File: src/rtl/mux_pkg.sv
// Shared constants and helpers for the registered-mux datapath blocks.
package mux_pkg;

  localparam int MUX_MAX_INPUTS = 64;

  // Number of bits needed to index n items; never less than 1.
  function automatic int clog2w(input int n);
    int w;
    w = 0;
    while ((1 << w) < n) w++;
    return (w < 1) ? 1 : w;
  endfunction

endpackage

File: src/rtl/pipe_reg_en.sv
// One pipeline slot: W-bit register with asynchronous reset and load enable.
module pipe_reg_en #(
  parameter int W = 9
) (
  input  logic         clock,
  input  logic         reset,
  input  logic         en,
  input  logic [W-1:0] d,
  output logic [W-1:0] q
);

  logic [W-1:0] reg_d;
  logic [W-1:0] reg_q;

  always_comb begin
    reg_d = en ? d : reg_q;
  end

  always_ff @(posedge clock or posedge reset) begin
    if (reset) reg_q <= '0;
    else       reg_q <= reg_d;
  end

  assign q = reg_q;

endmodule

File: src/rtl/mux_reg_pipe.sv
// N-way registered multiplexer feeding a STAGES-deep pipeline of {valid, data} slots,
// with a sticky flag for out-of-range selects on valid samples.
module mux_reg_pipe
  import mux_pkg::*;
#(
  parameter  int WIDTH  = 8,
  parameter  int INPUTS = 2,
  parameter  int STAGES = 1,
  localparam int SELW   = clog2w(INPUTS)
) (
  input  logic                    clock,
  input  logic                    reset,
  input  logic                    en,
  input  logic                    in_valid,
  input  logic [SELW-1:0]         sel,
  input  logic [INPUTS*WIDTH-1:0] data,
  output logic [WIDTH-1:0]        y,
  output logic                    out_valid,
  output logic                    sel_err
);

  if (STAGES < 1) begin : g_bad_stages
    $error("mux_reg_pipe: STAGES must be at least 1");
  end
  if (INPUTS < 2 || INPUTS > MUX_MAX_INPUTS) begin : g_bad_inputs
    $error("mux_reg_pipe: INPUTS must be in 2..MUX_MAX_INPUTS");
  end
  if (WIDTH < 1) begin : g_bad_width
    $error("mux_reg_pipe: WIDTH must be at least 1");
  end

  // Flow contract: in_valid qualifies sel/data only on an edge with en=1; out_valid
  // qualifies y. There is no ready; the upstream block throttles purely through en.

  logic [WIDTH-1:0] word_sel;
  logic             sel_hit;
  logic             sel_err_d;
  logic             sel_err_q;
  logic [WIDTH:0]   stage_d [STAGES];
  logic [WIDTH:0]   stage_q [STAGES];

  // An out-of-range select matches no word, so the sample is zero-filled.
  always_comb begin
    word_sel = '0;
    sel_hit  = 1'b0;
    for (int k = 0; k < INPUTS; k++) begin
      if (sel == SELW'(k)) begin
        word_sel = data[k*WIDTH +: WIDTH];
        sel_hit  = 1'b1;
      end
    end
  end

  always_comb begin
    sel_err_d = sel_err_q | (en & in_valid & ~sel_hit);
  end

  always_ff @(posedge clock or posedge reset) begin
    if (reset) sel_err_q <= 1'b0;
    else       sel_err_q <= sel_err_d;
  end

  for (genvar g = 0; g < STAGES; g++) begin : g_stage
    if (g == 0) begin : g_head
      assign stage_d[g] = {in_valid, word_sel};
    end else begin : g_body
      assign stage_d[g] = stage_q[g-1];
    end

    pipe_reg_en #(.W(WIDTH + 1)) u_reg (
      .clock (clock),
      .reset (reset),
      .en    (en),
      .d     (stage_d[g]),
      .q     (stage_q[g])
    );
  end

  assign y         = stage_q[STAGES-1][WIDTH-1:0];
  assign out_valid = stage_q[STAGES-1][WIDTH];
  assign sel_err   = sel_err_q;

endmodule

File: config.mk
export PLATFORM = sky130hd
export DESIGN_NAME = mux_reg_pipe
export DESIGN_NICKNAME = d
export VERILOG_FILES = /design/src/rtl/mux_pkg.sv /design/src/rtl/pipe_reg_en.sv /design/src/rtl/mux_reg_pipe.sv
export SDC_FILE = /design/constraint.sdc
export NUM_CORES = 1
export LEC_CHECK = 0
export ABC_AREA = 1
export CAP_MARGIN = 5
export CORE_MARGIN = 2
export CORE_UTILIZATION = 38
export CTS_CLUSTER_DIAMETER = 100
export CTS_CLUSTER_SIZE = 16
export DETAILED_ROUTE_END_ITERATION = 8
export PLACE_DENSITY = 0.78
export SYNTH_ARGS = -nofsm -noshare
export SYNTH_HDL_FRONTEND = slang
export SYNTH_SLANG_ARGS = --single-unit
File: constraint.sdc
create_clock -name clock -period 0.9 [get_ports clock]
set_input_delay 0.27 -clock clock [delete_from_list [all_inputs] [get_ports clock]]
set_output_delay 0.27 -clock clock [all_outputs]
set_load 0.02 [all_outputs]
# Word-level counts from Yosys, hierarchy flattened
# Cells that the tools add are included.
# word_totals
regBits	9
inputBits	21
out_inout_bits	10
# op_classes
mux	1
# ops
operator	n
$mux 8	1

# Logic depth before layout (Yosys ltp)
# logic_depth
depth_word	1
depth_mapped	5
mapped_depth_nobuf	4

# By module
# From an unflattened synthesis, not the netlist that was laid out.
# unflattened
hier_cells	67
hier_area_um2	461.7
# modules_own_cells
module	n_inst	cells_each	area_each_um2	seq_area_each_um2
pipe_reg_en	1	39	345.3	225.2
mux_reg_pipe	1	28	116.4	0.0

# Worst setup path before layout
# No wires, ideal clock.
# synth_timing
path_kind	input to register
from	input port sel
to	register g_stage[0].u_reg.reg_q[0]
arrival_ns	0.586
path_slack_ns	0.196
cell_stages	5
cell_sequence	buf_6 inv_6 nand2_1 nand3_1 nand2_1
# synth_between
elab_chain_len	1
# synth_rtl
item	line_no	text
start, declared	mux_reg_pipe.sv:15	input logic [SELW-1:0] sel,
$mux 8	mux_reg_pipe.sv:47	if (sel == SELW'(k)) begin
end signal, assigned	pipe_reg_en.sv:21	else reg_q <= reg_d;
end, declared	pipe_reg_en.sv:13	logic [W-1:0] reg_q;
# Every way passes these cells.
# A chain may end at the register's enable or synchronous reset.

# Worst setup path in the final report
# layout_timing
from	register g_stage[0].u_reg.reg_q[3]
to	output port y[3]
# layout_rtl
item	line_no	text
end, declared	mux_reg_pipe.sv:17	output logic [WIDTH-1:0] y,
# No word-level cell between the ends.

==> metrics.md <==
| Metric | Value |
|---|---|
| WP buf/inv | `1` |
| Clock Sinks | `9` |
| Nets | `between 100 and 150` |
| Final core utilization | `0.717` |
| Endpoints failing hold | `0` |
| Starting density of the core | `0.401` |
| Die X | `about 41 um` |
| Sum of negative setup slack | `-1.37 ns` |
| Ys Warns | `0` |
| CTS H-tree depth | `1` |
| Setup crit start kind | `flip-flop` |
| Core area | `1270 sq um` |
| Residual DRC | `0` |
| Area share of the largest cell type after synthesis | `0.442` |
| CP required | `approximately 0.63 ns` |
| Die H | `roughly 41 um` |
| Syn_nets | `96` |
| Sequential share of the synthesized area | `0.442` |
| RSZ-0062 raised after global routing | `true` |
| Mapped cell area | `just over 500 sq um` |
| IO buf count | `29` |
| Final HPWL DP | `between 900 and 1000 um` |
| # setup viols final | `9` |
| Final period utilization | `1.19` |
| Most frequent cell after synthesis | `nand2_1` |
| Largest net degree at the start of global routing | `10` |
| Class of the worst hold path | `primary input to asynchronous set/reset pin` |
| Syn avg cell area | `about 6.8 sq um` |
| Vias in the first global route | `around 500` |
| Final Max Slew Viols | `0` |
| Largest stage delay on the critical path | `0.40 ns` |
| Placed Area | `~850 sq um` |
| Setup Skew | `0 ns` |
| CP Capture Type | `output port` |
| Share of post-route cells with drive strength above 1 | `0.265` |
| Total congestion overflow | `0` |
| Min Hold Slack | `around 0.32 ns` |
| Worst Path Max Fanout | `2` |
| Status | `finished with violations` |
| All-Layer GR Usage | `0.190` |
| CTS Buf Count | `3` |
| Min cycle time layout | `between 1 and 1.5 ns` |
| CP max-delay cell | `dfrtp_1` |
| Power per cell area | `~1300 nW/um^2` |
| Pre-Repair DR Iteration Count | `4` |
| Via-per-instance ratio | `~4.3` |
| Netlist cell types | `10` |
| Initial drt markers | `4` |
| Ys flop type | `dfrtp_1` |
| Leak | `about 0.52 nW` |
| Peak VDD IR | `about 640 uV` |
| Ys async rst share | `1.00` |
| Post-synth EDFFs | `0` |
| Global-route wire length before repair | `about 2000 um` |
| Setup WS pre-CTS | `-0.335 ns` |
| Final setup margin | `-0.171 ns` |
| Die ar. | `1650 sq um` |
| Syn-to-layout area delta | `78.6%` |
| Drt wl/cell | `about 9.6 um` |
| F_max | `between 900 and 1000 MHz` |
| Top cells by area, synth | `dfrtp_1, nand2_1, inv_1, nand3_1, inv_2` |
| CP delay by family, top | `flip-flops` |
| Arr. time, crit path | `approximately 0.80 ns` |
| FP Rows | `13` |
| Max Root-Sink Buffers | `2` |
| Post-route ant nets | `0` |
| Post-synth top cells | `nand2_1, inv_1, dfrtp_1` |
| Design Area, Final | `910 sq um` |
| Cells after synthesis | `75` |
| Root buf cell | `clkbuf_4` |
| Clk_lat worst skew | `roughly 0.26 ns` |
| Largest register FFs | `9` |
| Max_cap viols | `0` |
| DR vias | `~550` |
| Worst path cell trace | `buf_6` |
| Antenna cell count | `0` |
| Total wire length | `1230 um` |
| Final Wtd Congestion | `about 0.7` |
| Placed Instances | `122` |
| CTS Hold Bufs | `0` |
| Critical path type | `flip-flop to output port` |
| CTS tree | `yes` |
| Register bit total from synthesis | `9` |
| Initial antenna violation count | `0` |
| Worst-path clk slew | `0.06 ns` |
| Total Power | `between 1 and 1.5 mW` |
| IO Count | `31` |
| Failing checks | `negative setup slack` |
| Largest area contributor in the netlist | `dfrtp_1` |
| Layout Cells excl Fill | `approximately 130` |
[repair_timing]
| action | CTS | global route |
|---|---|---|
| setup endpoints to repair | 17 | 14 |
| setup buffers | 2 | 1 |
| hold endpoints to repair | 0 | 0 |
| pin swaps | 0 | 1 |
| resized for setup | 56 | 3 |
[cells by family (layout without fill, tap and decap cells)]
group,Yosys count,after routing,synth area share
flops,9,9,0.442
other cells,1,1,0.00736
buf+inv,22,60,0.209
simple gates,43,43,0.342
[final cells by class]
cell class	count	area, sq um
Clock buffer	4	26.3
Fill cell	101	359
Inverter	19	76.3
Multi-Input combinational cell	44	180
Sequential cell	9	225
Tap cell	15	18.8
Timing Repair Buffer	37	383
[per-layer routing]
metal,vias to the layer above,global-route usage,share of wire
li1,287,-,-
met3,0,0.0667,0.068
met1,243,0.218,0.41
met4,0,0.0750,0
met5,-,0,0
met2,21,0.317,0.52
[path summary, 6_finish.rpt]
check                                                        from                                end  slack, ns  depth (start not counted)
worst min-delay path                                        reset  g_stage[0].u_reg.q[4]$_DFFE_PP0P_       0.32                          3
max in group asynchronous                                   reset  g_stage[0].u_reg.q[5]$_DFFE_PP0P_       0.48                          3
worst max register to register  g_stage[0].u_reg.q[1]$_DFFE_PP0P_  g_stage[0].u_reg.q[1]$_DFFE_PP0P_       0.07                          4
worst min register to register  g_stage[0].u_reg.q[6]$_DFFE_PP0P_  g_stage[0].u_reg.q[6]$_DFFE_PP0P_       0.50                          2
min in group clock                                             en  g_stage[0].u_reg.q[1]$_DFFE_PP0P_       0.41                          4
worst max-delay path            g_stage[0].u_reg.q[3]$_DFFE_PP0P_                               y[3]      -0.17                          1
[layout by cell type, fill, tap and decap left out]
cell / instances
nand2_1: 33
clkdlybuf4s50_1: 18
inv_1: 11
buf_6: 11
dfrtp_1: 9
nand3_1: 8
inv_2: 7
buf_4: 5
clkbuf_4: 3
nand2_2: 2
inv_6: 1
conb_1: 1
clkbuf_1: 1
dlymetal6s2s_1: 1
dlygate4sd2_1: 1
buf_12: 1
[power by group]
group / switching (mW) / internal, mW
clock: 0.138 / 0.171
sequential: 0.0307 / 0.447
combinational: 0.171 / 0.230
total: 0.340 / 0.847
No activity file was read; power rests on OpenSTA's default activity.
